### src/rtl/approx_cmp_error_monitor.sv
// Purpose : measures how often an approximate comparator's eq/gt/lt flags
//           disagree with the exact unsigned relation, over a WINDOW of samples.
// Latency : a sample accepted at edge k reaches the counters at edge k+1;
//           report_valid rises one edge after the last accept.
// Backpr. : in_ready is high only in RUN, never stalls before the window fills;
//           the report is held unchanged until report_ready is seen.
// Ports   : clk/rst (async, active-high); start/busy/done control;
//           in_valid/in_ready + a/b + apx_eq/gt/lt sample input;
//           report_valid/report_ready + six CNT_W statistics counters.
module approx_cmp_error_monitor #(
  parameter int WIDTH  = 8,
  parameter int WINDOW = 256,
  parameter int CNT_W  = 16
) (
  input  logic             clk,
  input  logic             rst,
  input  logic             start,
  output logic             busy,
  output logic             done,
  input  logic             in_valid,
  output logic             in_ready,
  input  logic [WIDTH-1:0] a,
  input  logic [WIDTH-1:0] b,
  input  logic             apx_eq,
  input  logic             apx_gt,
  input  logic             apx_lt,
  output logic             report_valid,
  input  logic             report_ready,
  output logic [CNT_W-1:0] sample_cnt,
  output logic [CNT_W-1:0] mis_cnt,
  output logic [CNT_W-1:0] eq_err_cnt,
  output logic [CNT_W-1:0] gt_err_cnt,
  output logic [CNT_W-1:0] lt_err_cnt,
  output logic [CNT_W-1:0] nores_cnt
);

  typedef enum logic [1:0] {
    S_IDLE,
    S_RUN,
    S_DRAIN,
    S_REPORT
  } state_t;

  // Accept count that marks the final sample of a window.
  localparam logic [CNT_W-1:0] LAST_ACC = CNT_W'(WINDOW - 1);

  state_t           state_q;
  logic             done_q;
  logic [CNT_W-1:0] acc_q;

  // One-deep stage: holds the already-classified error terms of the sample
  // captured on the previous edge, so the counters lag the accept by one edge.
  logic stg_vld_q;
  logic stg_eq_err_q, stg_gt_err_q, stg_lt_err_q, stg_nores_q;
  logic stg_eq_err_d, stg_gt_err_d, stg_lt_err_d, stg_nores_d;

  logic [CNT_W-1:0] sample_cnt_q, mis_cnt_q, eq_err_cnt_q;
  logic [CNT_W-1:0] gt_err_cnt_q, lt_err_cnt_q, nores_cnt_q;

  // Classification of the sample currently on the input port.
  always_comb begin
    stg_eq_err_d = apx_eq ^ (a == b);
    stg_gt_err_d = apx_gt ^ (a > b);
    stg_lt_err_d = apx_lt ^ (a < b);
    stg_nores_d  = ~(apx_eq | apx_gt | apx_lt);
  end

  always_ff @(posedge clk or posedge rst) begin
    if (rst) begin
      state_q      <= S_IDLE;
      done_q       <= 1'b0;
      acc_q        <= '0;
      stg_vld_q    <= 1'b0;
      stg_eq_err_q <= 1'b0;
      stg_gt_err_q <= 1'b0;
      stg_lt_err_q <= 1'b0;
      stg_nores_q  <= 1'b0;
      sample_cnt_q <= '0;
      mis_cnt_q    <= '0;
      eq_err_cnt_q <= '0;
      gt_err_cnt_q <= '0;
      lt_err_cnt_q <= '0;
      nores_cnt_q  <= '0;
    end else begin
      done_q    <= 1'b0;
      stg_vld_q <= 1'b0;

      // Retire the staged sample; stage is only ever valid in RUN or DRAIN.
      if (stg_vld_q) begin
        sample_cnt_q <= sample_cnt_q + CNT_W'(1);
        mis_cnt_q    <= mis_cnt_q + CNT_W'(stg_eq_err_q | stg_gt_err_q | stg_lt_err_q);
        eq_err_cnt_q <= eq_err_cnt_q + CNT_W'(stg_eq_err_q);
        gt_err_cnt_q <= gt_err_cnt_q + CNT_W'(stg_gt_err_q);
        lt_err_cnt_q <= lt_err_cnt_q + CNT_W'(stg_lt_err_q);
        nores_cnt_q  <= nores_cnt_q + CNT_W'(stg_nores_q);
      end

      case (state_q)
        S_IDLE: begin
          if (start) begin
            state_q      <= S_RUN;
            acc_q        <= '0;
            sample_cnt_q <= '0;
            mis_cnt_q    <= '0;
            eq_err_cnt_q <= '0;
            gt_err_cnt_q <= '0;
            lt_err_cnt_q <= '0;
            nores_cnt_q  <= '0;
          end
        end
        S_RUN: begin
          // in_ready is 1 throughout RUN, so in_valid alone is the handshake.
          if (in_valid) begin
            stg_vld_q    <= 1'b1;
            stg_eq_err_q <= stg_eq_err_d;
            stg_gt_err_q <= stg_gt_err_d;
            stg_lt_err_q <= stg_lt_err_d;
            stg_nores_q  <= stg_nores_d;
            acc_q        <= acc_q + CNT_W'(1);
            if (acc_q == LAST_ACC) begin
              state_q <= S_DRAIN;
            end
          end
        end
        S_DRAIN: begin
          state_q <= S_REPORT;
        end
        S_REPORT: begin
          if (report_ready) begin
            state_q <= S_IDLE;
            done_q  <= 1'b1;
          end
        end
        default: begin
          state_q <= S_IDLE;
        end
      endcase
    end
  end

  assign busy         = (state_q != S_IDLE);
  assign in_ready     = (state_q == S_RUN);
  assign report_valid = (state_q == S_REPORT);
  assign done         = done_q;
  assign sample_cnt   = sample_cnt_q;
  assign mis_cnt      = mis_cnt_q;
  assign eq_err_cnt   = eq_err_cnt_q;
  assign gt_err_cnt   = gt_err_cnt_q;
  assign lt_err_cnt   = lt_err_cnt_q;
  assign nores_cnt    = nores_cnt_q;

endmodule

### config.mk
export PLATFORM = sky130hd
export DESIGN_NAME = approx_cmp_error_monitor
export DESIGN_NICKNAME = d
export VERILOG_FILES = /design/src/rtl/approx_cmp_error_monitor.sv
export SDC_FILE = /design/constraint.sdc
export NUM_CORES = 1
export LEC_CHECK = 0
export BUFFER_PORTS_ARGS = -buffer_cell sky130_fd_sc_hd__buf_2
export CAP_MARGIN = 20
export CORE_ASPECT_RATIO = 0.6
export CORE_MARGIN = 2
export CORE_UTILIZATION = 59
export DETAILED_ROUTE_END_ITERATION = 16
export GPL_TIMING_DRIVEN = 0
export HOLD_SLACK_MARGIN = 0.08
export MAX_ROUTING_LAYER = met4
export PLACE_DENSITY = 0.85
export SYNTH_ARGS = -nofsm -noshare
export SYNTH_HDL_FRONTEND = slang
export SYNTH_SLANG_ARGS = --single-unit
### constraint.sdc
create_clock -name clk -period 5.4 [get_ports clk]
set_input_delay 0 -clock clk [delete_from_list [all_inputs] [get_ports clk]]
set_output_delay 0 -clock clk [all_outputs]
set_load 0.05 [all_outputs]
==> impl_metrics.tcl, run 1 <==
set metrics [dict create \
    r2r_slack_ns 2.83 \
    worstSkewPairLatency_ns 0.41 \
    async_reset_ff_share_pct 100 \
    synth_mux_area_share_pct 2.43 \
    postPlaceCellArea_um2 6800 \
    core_area_um2 9840 \
    clk_path_buf_depth 2 \
    rr_startpoint "state_q[1]$_DFFE_PP0P_" \
    rsz0062_at_grt "false" \
    ant_nets 0 \
    clockPowerShare_pct 22.0 \
    cap_violations 0 \
    p_comb_share_pct 45.0 \
    synth_seq_cells 120 \
    htreeDepth 4 \
    crit_family "simple AND/OR/NAND/NOR gates" \
    required_ns 5.68 \
    nFillCells 693 \
    synthTopCellsByArea "dfrtp_1 (50%), xor2_1 (8.8%), nor2_1 (7.2%)" \
    grt_pass1_wl_um 24500 \
    grt_max_degree 96 \
    ys_seq_area_share_pct 50.2 \
    netlist_instances 617 \
    worst_slew_pin_slew_ns 0.817 \
    cts.sinks 120 \
    synth_ff_type "dfrtp_1" \
    drc 0 \
    post_synth.cell_area_avg_um2 9.70 \
    synth_cell_types 37 \
    clockRootBuffer "clkbuf_16" \
    power_density_nw_per_um2 671 \
    synth-simple-area-share_pct 23.1 \
    synth_area_um2 5980 \
    portBuffers 123 \
    fin_worst_skew_ns 0.00951 \
    met2_usage_pct 47.2 \
    cts_inserted_buffers 17 \
    first_iter_violations 303 \
    tritoncts "built" \
    place_congestion 0.835 \
    p_switching_mw 2.51 \
    drive_gt1_share_pct 21.0 \
    grt-ovfl-total 0 \
    fp.dieW_um 134 \
    final.setup.tns_ns 0 \
    routedWlPerCell_um 16.3 \
    holdWs_ns 0.0810 \
    firstDrtPassIters 5 \
    setup_violations 0 \
    seqPwrFrac_pct 33.0 \
    die_h_um 82.0 \
    synth_compound_area_share_pct 3.68 \
    netlist_top_cells_count "dfrtp_1 (120), nor2_1 (114), xor2_1 (60)" \
    crit_arrival_ns 2.84 \
    slew_viol_final 0 \
    antenna_found_initial 0 \
    crit_path_end_kind "flop" \
    fmax_mhz 390 \
    crit_chain "inv_1 -> ha_1 -> mux2i_1 -> nor3_1 -> nand4_1 -> xor2_1 -> nor2_1" \
    holdCritPathClass "primary input to async pin" \
    leakage_nw 3.25 \
    yosysMostFrequentCell "dfrtp_1" \
    register_area_um2 3000 \
    fin_area_um2 7460 \
    syn_nets 666 \
    fin_nets 816 \
    worst-path-buf-inv 1 \
    ir_drop_mv 0.425 \
    multiInputGateArea_um2 2840 \
    path_class "flop to flop" \
    post-dp-hpwl_um 10300 \
    vias_per_cell 5.62 \
    dieArea_um2 11000 \
    synth_xor_xnor_area_share_pct 13.0 \
    critical-path-max-stage-delay_ns 0.73 \
    switching_share_pct 50.3 \
    critPathLaunchType "flop" \
    diodes 0 \
    fin_crit_sh_pct 47.5 \
    synth_top_area_share_pct 50.2 \
    power.internal_mw 2.49 \
    post-place-ws_ns 2.92 \
    initial_core_util_pct 60.8 \
    rows 28 \
    layout_setup_ws_ns 2.83 \
    synth_top_area_cell "dfrtp_1" \
    yosysWarnings 0 \
    pin_count 124 \
    min_period_ns 2.57 \
    routed_wl_um 14900 \
    critPathSlowestCell "nor3_1" \
    synth_top_family_by_area "simple AND/OR/NAND/NOR gates" \
    grt.met3_usage_pct 5.93 \
    post_cts_resized 0 \
    vias 5140 \
    outcome "finished clean" \
    path_clk_slew_ns 0.06 \
    grt.busiest_layer "met2" \
    startpoint "state_q[1]$_DFFE_PP0P_" \
    report.final.hold_viol_count 0 \
    grt_pass1_vias 5095 \
    cp_max_fo 8 \
    synth_edf_count 0 \
    area_delta_synth_final_pct 24.7 \
    use_met1_pct 37.7 \
    power.total_mw 5.00 \
    grt.total_usage_pct 29.7 \
    synth_fa_ha_area_share_pct 5.23 \
    relSlewSlack_pct 45.1 \
]
==> per-stage QoR <==
step                std cells  utilization, %
global placement          875            68.7
floorplan                 617               -
CTS                       915            75.7
global route              915            75.7
detailed placement        876            69.1
finish                    915            75.7
==> worst min-delay path: cells and delay by family <==
| family | cells | cell delay (ns) |
|---|---|---|
| buffers and inverters | 3 | 0.87 |
==> per-layer routing <==
metal,routed length (um),vias to the layer above
met5,0,-
met4,308,0
met3,993,31
met2,6860,194
met1,6770,2516
li1,-,2399
==> final cells by class <==
class | count | area share, %
Buffer | 16 | 0.822
Inverter | 21 | 1.12
Clock buffer | 22 | 6.63
Sequential cell | 120 | 40.3
Clock inverter | 10 | 1.26
Timing Repair Buffer | 131 | 9.56
Multi-Input combinational cell | 460 | 38.1
Tap cell | 135 | 2.27
==> what timing repair did <==
item                                   CTS  global route
hold buffers                             7             0
endpoints found under the hold margin  127             0
setup buffers                            0             0
==> logic make-up after synthesis <==
kind of cell	count (synthesis)
mux	14
buf+inv	37
compound gates	39
flops	120
fa+ha+maj	25
simple gates	293
xor+xnor	89
==> flip-flops by register name (all words and copies together) (netlist names) <==
name / flops
done: 1
sample_cnt: 16
stg_eq_err_q: 1
stg_nores_q: 1
acc_q: 16
stg_gt_err_q: 1
stg_vld_q: 1
eq_err_cnt: 16
stg_lt_err_q: 1
mis_cnt: 16
nores_cnt: 16
gt_err_cnt: 16
state_q: 2
lt_err_cnt: 16
==> power by group through the flow <==
stage,clock [mW],sequential (mW),combinational (mW)
floorplan,0,2.70,0.593
global placement,0,1.61,2.17
detailed placement,0,1.64,2.23
CTS,1.11,1.64,2.25
global route,1.16,1.71,2.40
finish,1.10,1.65,2.25
==> path summary, 6_finish.rpt <==
| check | to | depth (start not counted) |
|---|---|---|
| setup / recovery | acc_q[11]$_DFFE_PP0P_ | 7 |
| hold / removal | sample_cnt[15]$_DFF_PP0_ | 3 |
| setup reg to reg | acc_q[11]$_DFFE_PP0P_ | 7 |
| hold reg to reg | lt_err_cnt[15]$_DFF_PP0_ | 2 |
| max in group asynchronous | acc_q[4]$_DFFE_PP0P_ | 4 |
| min in group clk | state_q[0]$_DFFE_PP0P_ | 4 |
==> layout by cell type, fill, tap and decap left out, types with 3 or more instances in the layout <==
| cell type | instances |
|---|---|
| xor2_1 | 60 |
| nand3_1 | 35 |
| dfrtp_1 | 120 |
| nor2b_1 | 3 |
| mux2i_1 | 13 |
| and2_1 | 3 |
| inv_1 | 20 |
| and3_1 | 12 |
| o21ai_0 | 17 |
| clkbuf_8 | 5 |
| clkbuf_1 | 12 |
| nand2_1 | 47 |
| a21oi_1 | 15 |
| nor4_1 | 6 |
| xnor2_1 | 29 |
| or3_1 | 12 |
| nand4_1 | 31 |
| buf_2 | 124 |
| dlygate4sd3_1 | 7 |
| clkinvlp_4 | 6 |
| nor2_1 | 114 |
| buf_1 | 3 |
| clkbuf_16 | 17 |
| nor3_1 | 20 |
| ha_1 | 25 |
No activity file was read; power rests on OpenSTA's default activity.
==> run 2: changes to the inputs <==
- ABC_AREA: default -> 1
- CORE_UTILIZATION: 59 -> 51
- PLACE_DENSITY: 0.85 -> 0.77
- clock period: 5.4 -> 2.35 ns (I/O delays scaled with it)
==> impl_metrics.tcl, run 2 <==
set metrics [dict create \
    holdWs_ns 0.214 \
    rows 31 \
    critical-path-max-stage-delay_ns 0.59 \
    yosysMostFrequentCell "nand2_1" \
    synth_top_area_cell "dfrtp_1" \
    postPlaceCellArea_um2 7390 \
    dieArea_um2 13800 \
    post-dp-hpwl_um 12600 \
    fmax_mhz 462 \
    critPathLaunchType "flop" \
    worst-path-buf-inv 3 \
    ant_nets 0 \
    post_synth.cell_area_avg_um2 7.75 \
    min_period_ns 2.17 \
    r2r_cells 6 \
    cts.sinks 120 \
    leakage_nw 4.12 \
    fin_worst_skew_ns 0.00931 \
    final_cells 1174 \
    place_congestion 0.877 \
    synth_area_um2 6530 \
    post-place-ws_ns 0.253 \
    path_class "flop to flop" \
    holdCritPathClass "primary input to flop" \
    portBuffers 123 \
    clockPowerShare_pct 37.0 \
    setup_violations 0 \
    synth_seq_cells 120 \
    power.internal_mw 4.47 \
    grt_pass1_vias 5567 \
    crit_path_end_kind "flop" \
    routedWlPerCell_um 15.3 \
    firstDrtPassIters 5 \
    netlist_instances 842 \
    diodes 0 \
    fin_area_um2 8090 \
    netlist_top_cells_count "nand2_1 (164), nor2_1 (130), dfrtp_1 (120)" \
    whs_path_depth 7 \
    worstSkewPairLatency_ns 0.42 \
    htreeDepth 4 \
    switching_share_pct 38.1 \
    fin_crit_sh_pct 92.2 \
    crit_arrival_ns 2.43 \
    synth_ff_type "dfrtp_1" \
    clockRootBuffer "clkbuf_16" \
    drive_gt1_share_pct 18.2 \
    cts_inserted_buffers 17 \
    required_ns 2.62 \
    grt_max_degree 42 \
    outcome "finished clean" \
    power.total_mw 7.23 \
    vias_per_cell 5.35 \
    slew_viol_final 0 \
    drc 0 \
    grt_pass1_wl_um 28800 \
    synth_cell_types 39 \
    crit_chain "inv_1 -> ha_1 -> nand2_1 -> clkinv_1 -> clkbuf_1 -> nor2_1" \
    core_area_um2 12300 \
    cap_violations 0 \
    final_util_pct 66.0 \
    synthTopCellsByArea "dfrtp_1 (46%), nand2_1 (9.4%), nor2_1 (7.5%)" \
    layout_common_cells "nand2_1 (164), nor2_1 (130), buf_2 (127)" \
    seqPwrFrac_pct 33.6 \
    first_iter_violations 593 \
    place_inst 1132 \
    initial_core_util_pct 53.3 \
    clk_path_buf_depth 2 \
    fp.dieW_um 150 \
    p_switching_mw 2.75 \
    fin_nets 1045 \
    die_h_um 91.6 \
    power_density_nw_per_um2 893 \
    async_reset_ff_share_pct 100 \
    antenna_found_initial 0 \
    report.final.hold_viol_count 0 \
    vias 6284 \
    routed_wl_um 17900 \
    grt-ovfl-total 0 \
    synth_top_area_share_pct 46.0 \
    relSlewSlack_pct 39.4 \
    crit_cells 6 \
    grt.total_usage_pct 28.0 \
    cp_max_fo 10 \
    yosysWarnings 0 \
    rsz0062_at_grt "false" \
    ir_drop_mv 0.867 \
    area_delta_synth_final_pct 23.9 \
    pin_count 124 \
    path_clk_slew_ns 0.06 \
    final.setup.tns_ns 0 \
    syn_nets 891 \
    ys_seq_area_share_pct 46.0 \
    layout_setup_ws_ns 0.184 \
    worst_slew_pin_slew_ns 0.908 \
    crit_family "buffers and inverters" \
    p_comb_share_pct 29.5 \
    critPathSlowestCell "clkbuf_1" \
    postCtsSetupBuffers 0 \
    tritoncts "built" \
    synth_edf_count 0 \
    final_common_cell "nand2_1" \
]
==> run 2: kinds of logic (layout without fill, tap and decap cells) <==
group	Yosys count	after routing	synth area share, %
fa+ha+maj	25	25	4.79
simple gates	424	424	28.7
compound gates	133	133	10.9
buf+inv	125	292	7.53
flops	120	120	46.0
xor+xnor	15	15	2.01
==> run 2: power by group through the flow <==
stage / logic [mW] / clock network [mW] / registers (mW)
final: 2.13 / 2.67 / 2.43
after global routing: 2.34 / 2.79 / 2.44
after CTS: 2.11 / 2.68 / 2.42
after detailed placement: 2.04 / 0 / 2.45
after global placement: 2.01 / 0 / 2.44
after floorplan: 1.07 / 0 / 2.78
==> run 2: final timing paths <==
path	from	to	slack (ns)
worst min register to register	sample_cnt[10]$_DFF_PP0_	sample_cnt[10]$_DFF_PP0_	0.52
worst max-delay path	state_q[0]$_DFFE_PP0P_	gt_err_cnt[15]$_DFF_PP0_	0.18
min in group asynchronous	rst	gt_err_cnt[15]$_DFF_PP0_	0.33
worst max register to register	state_q[0]$_DFFE_PP0P_	gt_err_cnt[15]$_DFF_PP0_	0.18
worst min-delay path	a[7]	stg_lt_err_q$_DFFE_PP0P_	0.21
max in group asynchronous	rst	lt_err_cnt[12]$_DFF_PP0_	1.04
==> run 2: per-layer routing <==
metal / global-route usage [%] / vias up / share of wire [%]
met4: 10.3 / 0 / 2.1
li1: - / 3080 / -
met3: 5.82 / 32 / 9.0
met5: - / - / 0
met1: 42.1 / 2894 / 49
met2: 36.7 / 278 / 40
==> run 2: final cells by class <==
cell class / count / area, um^2
Multi-Input combinational cell: 597 / 3030
Tap cell: 165 / 206
Clock inverter: 13 / 154
Inverter: 108 / 412
Clock buffer: 19 / 443
Buffer: 17 / 83.8
Sequential cell: 120 / 3000
Timing Repair Buffer: 135 / 756
Fill cell: 1026 / 4170
==> run 2: worst register-to-register path, delay by kind of cell, from the launching register on <==
family | cells | cell delay, ns
buffers and inverters | 3 | 1.00
flip-flops | 1 | 0.42
AND/OR/NAND/NOR | 2 | 0.34
adder cells (fa/ha/maj) | 1 | 0.26
==> run 2: what timing repair did <==
item                      4_1_cts  5_1_grt
hold buffers                   10        0
hold endpoints to repair       50        0
resized for setup               0        0
